$ cat config.mk
export PLATFORM = sky130hd
export DESIGN_NAME = vga_code_arbiter_flat
export DESIGN_NICKNAME = d
export VERILOG_FILES = /design/src/rtl/vga_pkg.sv /design/src/rtl/vga_code_arbiter_if.sv /design/src/rtl/rr_arb2.sv /design/src/rtl/vga_code_arbiter.sv /design/src/flat_wrapper.sv
export SDC_FILE = /design/constraint.sdc
export NUM_CORES = 1
export LEC_CHECK = 0
export ABC_CLOCK_PERIOD_IN_PS = 3600
export CORE_MARGIN = 10
export CORE_UTILIZATION = 48
export DETAILED_ROUTE_END_ITERATION = 8
export PLACE_DENSITY_LB_ADDON = 0.1
export SETUP_SLACK_MARGIN = 0.5
export SYNTH_ARGS = -nofsm -noshare
export SYNTH_HDL_FRONTEND = slang
export SYNTH_SLANG_ARGS = --single-unit
$ cat constraint.sdc
create_clock -name clk -period 3.6 [get_ports clk]
set_input_delay 0.36 -clock clk [delete_from_list [all_inputs] [get_ports clk]]
set_output_delay 0.36 -clock clk [all_outputs]
set_load 0.05 [all_outputs]
$ cat src/rtl/vga_pkg.sv
// Shared definitions for the VGA colour-code path: FSM state codes, colour
// field positions, write-mask bits, 800x600@72 timing constants and the
// half-merge helper.
package vga_pkg;

  typedef logic [1:0] state_t;

  localparam state_t ST_IDLE   = 2'd0;
  localparam state_t ST_STAGED = 2'd1;
  localparam state_t ST_COMMIT = 2'd2;

  localparam int LEFT_HI  = 23;
  localparam int LEFT_LO  = 12;
  localparam int RIGHT_HI = 11;
  localparam int RIGHT_LO = 0;

  localparam int MASK_LEFT  = 1;
  localparam int MASK_RIGHT = 0;

  // 800x600@72, 50 MHz pixel clock
  localparam int H_VISIBLE   = 800;
  localparam int H_FRONT_END = 856;
  localparam int H_PULSE_END = 976;
  localparam int H_TOTAL     = 1040;
  localparam int V_VISIBLE   = 600;
  localparam int V_FRONT_END = 637;
  localparam int V_PULSE_END = 643;
  localparam int V_TOTAL     = 666;

  // Overwrite each colour half selected by mask; unselected halves keep cur.
  function automatic logic [23:0] merge_code(input logic [23:0] cur,
                                             input logic [23:0] data,
                                             input logic [1:0]  mask);
    logic [23:0] r;
    r = cur;
    if (mask[MASK_LEFT])  r[LEFT_HI:LEFT_LO]   = data[LEFT_HI:LEFT_LO];
    if (mask[MASK_RIGHT]) r[RIGHT_HI:RIGHT_LO] = data[RIGHT_HI:RIGHT_LO];
    return r;
  endfunction

endpackage

$ cat src/rtl/vga_code_arbiter_if.sv
// Request/ready bundle for the two colour-update ports (0 = CPU, 1 = panel).
// master = requester side, slave = arbiter side.
interface vga_code_arbiter_if;

  logic        req0_valid;
  logic [1:0]  req0_mask;
  logic [23:0] req0_data;
  logic        req0_ready;
  logic        req1_valid;
  logic [1:0]  req1_mask;
  logic [23:0] req1_data;
  logic        req1_ready;

  modport master (
    output req0_valid, req0_mask, req0_data,
    output req1_valid, req1_mask, req1_data,
    input  req0_ready, req1_ready
  );

  modport slave (
    input  req0_valid, req0_mask, req0_data,
    input  req1_valid, req1_mask, req1_data,
    output req0_ready, req1_ready
  );

endinterface

$ cat src/rtl/rr_arb2.sv
// Two-requester round-robin arbiter. A lone requester is granted directly;
// on contention the pointer picks the winner. The pointer moves to the
// other port only when the port it points at is granted.
module rr_arb2 (
  input  logic       clk,
  input  logic       rst,
  input  logic [1:0] valid,
  input  logic       enable,
  output logic [1:0] grant
);

  logic rr_ptr;

  // one-hot grant, never without the matching valid
  always_comb begin
    grant = 2'b00;
    if (enable) begin
      case (valid)
        2'b01:   grant = 2'b01;
        2'b10:   grant = 2'b10;
        2'b11:   grant = rr_ptr ? 2'b10 : 2'b01;
        default: grant = 2'b00;
      endcase
    end
  end

  // pointer advances after an accept on the pointed-at port
  always_ff @(posedge clk) begin
    if (rst)                 rr_ptr <= 1'b0;
    else if (grant[rr_ptr])  rr_ptr <= ~rr_ptr;
  end

endmodule

$ cat src/rtl/vga_code_arbiter.sv
// Colour-code arbiter for the 800x600 VGA block. Two ports post half-masked
// updates into a staging register; the staged code is committed to code_out
// only on a vsync rising edge so a frame never shows a torn code.
// Optional build macro VGA_BLINK_EN: blanks the right half of code_out on
// alternate BLINK_FRAMES-frame periods.
//
// state     | meaning
// ST_IDLE   | staging equals committed code
// ST_STAGED | staging holds an uncommitted update
// ST_COMMIT | one-cycle commit pulse, ports held off
module vga_code_arbiter
  import vga_pkg::*;
#(
  parameter logic [23:0] RESET_CODE   = 24'h000000,
  parameter int          BLINK_FRAMES = 30
) (
  input  logic                 clk,
  input  logic                 rst,
  input  logic                 vsync,
  vga_code_arbiter_if.slave    bus,
  output logic [23:0]          code_out,
  output logic                 pending,
  output logic                 frame_done,
  output logic [7:0]           commit_cnt
);

  state_t      state;
  logic [23:0] staging;
  logic [23:0] code_q;
  logic        vsync_d;
  logic        vs_rise;
  logic        ok;
  logic [1:0]  grant;
  logic [1:0]  sel_mask;
  logic [23:0] sel_data;
  logic        write_eff;

  assign vs_rise = vsync & ~vsync_d;
  assign ok      = (state != ST_COMMIT) & ~vs_rise;

  rr_arb2 u_arb (
    .clk    (clk),
    .rst    (rst),
    .valid  ({bus.req1_valid, bus.req0_valid}),
    .enable (ok),
    .grant  (grant)
  );

  assign bus.req0_ready = grant[0];
  assign bus.req1_ready = grant[1];

  // route the granted port's payload; an empty mask is accepted but inert
  always_comb begin
    sel_mask = grant[1] ? bus.req1_mask : bus.req0_mask;
    sel_data = grant[1] ? bus.req1_data : bus.req0_data;
    if (grant == 2'b00) sel_mask = 2'b00;
    write_eff = |sel_mask;
  end

  // vsync history for edge detect; resets high so reset release is no edge
  always_ff @(posedge clk) begin
    if (rst) vsync_d <= 1'b1;
    else     vsync_d <= vsync;
  end

  // stage / commit FSM
  always_ff @(posedge clk) begin
    if (rst) begin
      state      <= ST_IDLE;
      staging    <= RESET_CODE;
      code_q     <= RESET_CODE;
      commit_cnt <= 8'd0;
    end else begin
      case (state)
        ST_IDLE: begin
          if (write_eff) begin
            staging <= merge_code(staging, sel_data, sel_mask);
            state   <= ST_STAGED;
          end
        end
        ST_STAGED: begin
          if (vs_rise) begin
            code_q <= staging;
            state  <= ST_COMMIT;
          end else if (write_eff) begin
            staging <= merge_code(staging, sel_data, sel_mask);
          end
        end
        ST_COMMIT: begin
          commit_cnt <= commit_cnt + 8'd1;
          state      <= ST_IDLE;
        end
        default: state <= ST_IDLE;
      endcase
    end
  end

  assign pending    = (state == ST_STAGED);
  assign frame_done = (state == ST_COMMIT);

`ifdef VGA_BLINK_EN
  localparam int FW = (BLINK_FRAMES > 1) ? $clog2(BLINK_FRAMES) : 1;

  logic [FW-1:0] frame_cnt;
  logic          blink_phase;

  // frame counter 0..BLINK_FRAMES-1, phase flips at each wrap
  always_ff @(posedge clk) begin
    if (rst) begin
      frame_cnt   <= '0;
      blink_phase <= 1'b0;
    end else if (vs_rise) begin
      if (frame_cnt == FW'(BLINK_FRAMES - 1)) begin
        frame_cnt   <= '0;
        blink_phase <= ~blink_phase;
      end else begin
        frame_cnt <= frame_cnt + FW'(1);
      end
    end
  end

  assign code_out = blink_phase ? {code_q[LEFT_HI:LEFT_LO], 12'h000} : code_q;
`else
  assign code_out = code_q;

  // blink period has no effect without blinking built in
  if (BLINK_FRAMES < 1) begin : g_blink_frames_unused
  end
`endif

endmodule
$ cat src/flat_wrapper.sv
// flat-port wrapper written by rule: the top's interface ports become plain ports
module vga_code_arbiter_flat import vga_pkg::*;
#(
  parameter logic [23:0] RESET_CODE   = 24'h000000,
  parameter int          BLINK_FRAMES = 30
)
  (clk, rst, vsync, code_out, pending, frame_done, commit_cnt, bus_req0_valid, bus_req0_mask, bus_req0_data, bus_req1_valid, bus_req1_mask, bus_req1_data, bus_req0_ready, bus_req1_ready);
  vga_code_arbiter_if bus_i ();
  input  logic clk;
  input  logic rst;
  input  logic vsync;
  output logic [23:0] code_out;
  output logic pending;
  output logic frame_done;
  output logic [7:0] commit_cnt;
  input wire logic [$bits(bus_i.req0_valid)-1:0] bus_req0_valid;
  input wire logic [$bits(bus_i.req0_mask)-1:0] bus_req0_mask;
  input wire logic [$bits(bus_i.req0_data)-1:0] bus_req0_data;
  input wire logic [$bits(bus_i.req1_valid)-1:0] bus_req1_valid;
  input wire logic [$bits(bus_i.req1_mask)-1:0] bus_req1_mask;
  input wire logic [$bits(bus_i.req1_data)-1:0] bus_req1_data;
  output wire logic [$bits(bus_i.req0_ready)-1:0] bus_req0_ready;
  output wire logic [$bits(bus_i.req1_ready)-1:0] bus_req1_ready;
  assign bus_i.req0_valid = bus_req0_valid;
  assign bus_i.req0_mask = bus_req0_mask;
  assign bus_i.req0_data = bus_req0_data;
  assign bus_i.req1_valid = bus_req1_valid;
  assign bus_i.req1_mask = bus_req1_mask;
  assign bus_i.req1_data = bus_req1_data;
  assign bus_req0_ready = bus_i.req0_ready;
  assign bus_req1_ready = bus_i.req1_ready;
  vga_code_arbiter #(.RESET_CODE(RESET_CODE), .BLINK_FRAMES(BLINK_FRAMES)) u_core (.clk(clk), .rst(rst), .vsync(vsync), .bus(bus_i), .code_out(code_out), .pending(pending), .frame_done(frame_done), .commit_cnt(commit_cnt));
endmodule
==> impl_metrics.json <==
{
  "final_cells": 443,
  "avgSynthCellArea_um2": 9.18,
  "regArea_um2": 1200,
  "clockRootBuffer": "clkbuf_8",
  "hpwl_um": 4800,
  "finClkSkew_ps": 9.47,
  "wl_per_cell_um": 15.4,
  "async_flop_share_pct": 0,
  "cts_sinks": 60,
  "start_util_pct": 50.3,
  "finalHoldViolCount": 0,
  "htree_levels": 3,
  "hold_path_end": "u_core.code_out[6]",
  "min-delay-start": "u_core.staging[6]",
  "grt_pass1_wl_um": 11100,
  "fin_util_pct": 71.7,
  "std_cell_rows": 26,
  "pwr_density_cell_nw_per_um2": 436,
  "cts_tree": "done",
  "fmax_mhz": 363,
  "peakVddDrop_uv": 277,
  "crit_arrival_ps": 2390,
  "netlist_area_um2": 2620,
  "cts_hold_buf": 0,
  "ff2ff_path_depth": 4,
  "drive_above_1_share_pct": 9.12,
  "ys_seq_area_share_pct": 45.9,
  "io_pins": 93,
  "dieArea_um2": 8810,
  "ctsLongestPathBuffers": 2,
  "holdPathStages": 2,
  "antennaDiodeCount": 0,
  "routed_wl_um": 6830,
  "core_um2": 5200,
  "grt_overflow": 0,
  "fin_crit_sh_pct": 76.5,
  "grt_use_total_pct": 15.8,
  "cts_resized": 0,
  "portBuffers": 92,
  "syn_to_final_growth_pct": 42.6,
  "post_cts_buffers": 0,
  "die_h_um": 93.8,
  "final_nets": 426,
  "finalSetupViolations": 0,
  "grt_pass1_vias": 2265,
  "worst_pin_slew_ps": 1170,
  "synth_ff_type": "dfxtp_1",
  "min_period_ps": 2750,
  "multi_input_area_um2": 1270,
  "place_inst": 427,
  "timing.rr.start": "u_core.state[1]",
  "drt.antenna.violating_nets": 0,
  "drt_iter0_markers": 150,
  "max-cap-violations": 0,
  "syn_inst": 285,
  "timing.slew.headroom_pct": 22.2,
  "synth-edff-count": 0,
  "n_fill_cell": 437,
  "cp-end-kind": "output pin",
  "drt-vias-per-instance": 5.22,
  "numCtsBuffers": 9,
  "clock_latency_ps": 330,
  "synth.distinct_cells": 33,
  "status": "finished clean",
  "fin_setup_tns_ps": 0,
  "rrSetupSlack_ps": 1560,
  "path_class": "reg2out",
  "hp-class": "reg2reg",
  "synth_seq_cells": 60,
  "dr.pass1.iters": 4,
  "die_w_um": 93.8,
  "ys_warn_count": 0,
  "grt_max_degree": 61,
  "cp-start-kind": "register",
  "drv_slew": 0,
  "rsz0062_at_grt": "false",
  "cp.required_ps": 3240,
  "num_vias": 2313,
  "synth_fp_nets": 343,
  "gp_congestion": 0.723,
  "drt_drc_violations_left": 0,
  "cts.reportedPaths.clkPinSlew_ps": 70,
  "r2r_end": "u_core.staging[4]",
  "leakagePower_uw": 0.00139,
  "antenna_found_initial": 0,
  "crit_fanout": 8
}
sequential cells by signal, summed over array words and instances (netlist names):
signal and cells:
u_core.code_out 24, u_core.staging 24, u_core.commit_cnt 8, u_core.state 2, u_core.u_arb.rr_ptr 1, u_core.vsync_d 1
critical path, cell delays in order, from the launching register on:
cell,delay [ps]
dfxtp_1,360
nand2b_1,250
clkinv_1,260
nor2_1,220
and3_1,170
clkdlybuf4s50_1,800
synthesized netlist by cell type (2+ instances only):
cell type  count  share of area, %
a21oi_1       41               7.8
buf_6          5               2.2
dfxtp_1       60                46
and3_1         3              0.72
clkbuf_1      13               1.9
nand4_1        3              0.72
xor2_1         3               1.0
buf_2          6               1.1
nand2b_1       2              0.48
xnor2_1        3               1.0
a211oi_2      10               4.8
a211oi_1      26               7.5
o21ai_0        3              0.57
nor2_1         9               1.3
nor3_1         2              0.38
and2_1         3              0.72
mux2i_1       24               9.2
nand2_1       54               7.7
layout make-up:
class / count / area share [%]
Clock buffer: 11 / 3.79
Sequential cell: 60 / 32.2
Tap cell: 70 / 2.35
Timing Repair Buffer: 96 / 25.3
Inverter: 2 / 0.201
Clock inverter: 5 / 2.01
Multi-Input combinational cell: 199 / 34.1
cell usage in the layout, fill, tap and decap left out, types with 3 or more instances in the layout:
cell type	synthesis	routed
mux2i_1	24	24
nand2_1	54	54
a211oi_2	10	10
and3_1	3	3
a21oi_1	41	41
xor2_1	3	3
nor2_1	9	9
nand4_1	3	3
xnor2_1	3	3
o21ai_0	3	3
a211oi_1	26	26
clkdlybuf4s50_1	0	91
and2_1	3	3
buf_4	0	4
dfxtp_1	60	60
clkbuf_8	0	10
clkinv_2	0	3
logic make-up (layout without fill, tap and decap cells):
family | Yosys count | after routing | synth area share [%]
compound gates | 85 | 85 | 23.0
xor+xnor | 6 | 6 | 2.01
fa+ha+maj | 1 | 1 | 0.478
buf+inv | 26 | 114 | 5.45
flops | 60 | 60 | 45.9
mux | 24 | 24 | 9.18
simple gates | 83 | 83 | 14.0
layer usage:
metal  share of wire, %  wire, um  track usage (%)  vias to the layer above
met3                 11       724             7.67                        6
met4                1.4        95             6.46                        0
met1                 42      2890             18.2                     1055
li1                   -         -                -                     1174
met2                 46      3120             24.7                       78
met5                  0         0                0                        -
through the flow:
step	cell area (um2)	hold slack (ps)	worst slack, ps	power [uW]
2_1_floorplan	2620	432	1460	886
3_3_place_gp	3520	438	1030	976
3_5_place_dp	3520	444	1030	980
4_1_cts	3730	449	817	1640
5_1_grt	3730	461	676	1690
6_report	3730	448	846	1630
power by group:
group / switching [uW] / total, uW / leakage, uW / internal (uW)
clock network: 257 / 663 / 0.000113 / 405
registers: 17.3 / 715 / 0.000490 / 697
logic: 127 / 250 / 0.000785 / 124
worst max path at each step:
| stage | startpoint | endpoint | slack (ps) | cells after the start |
|---|---|---|---|---|
| floorplan | u_core.state[1] | bus_req0_ready | 1460 | 5 |
| CTS | u_core.state[1] | bus_req0_ready | 820 | 5 |
| global route | u_core.state[1] | bus_req0_ready | 680 | 5 |
| finish | u_core.state[1] | bus_req0_ready | 850 | 5 |
| global placement | vsync | bus_req1_ready | 1030 | 5 |
| detailed placement | vsync | bus_req1_ready | 1030 | 5 |
(Power assumes the default switching activity.)
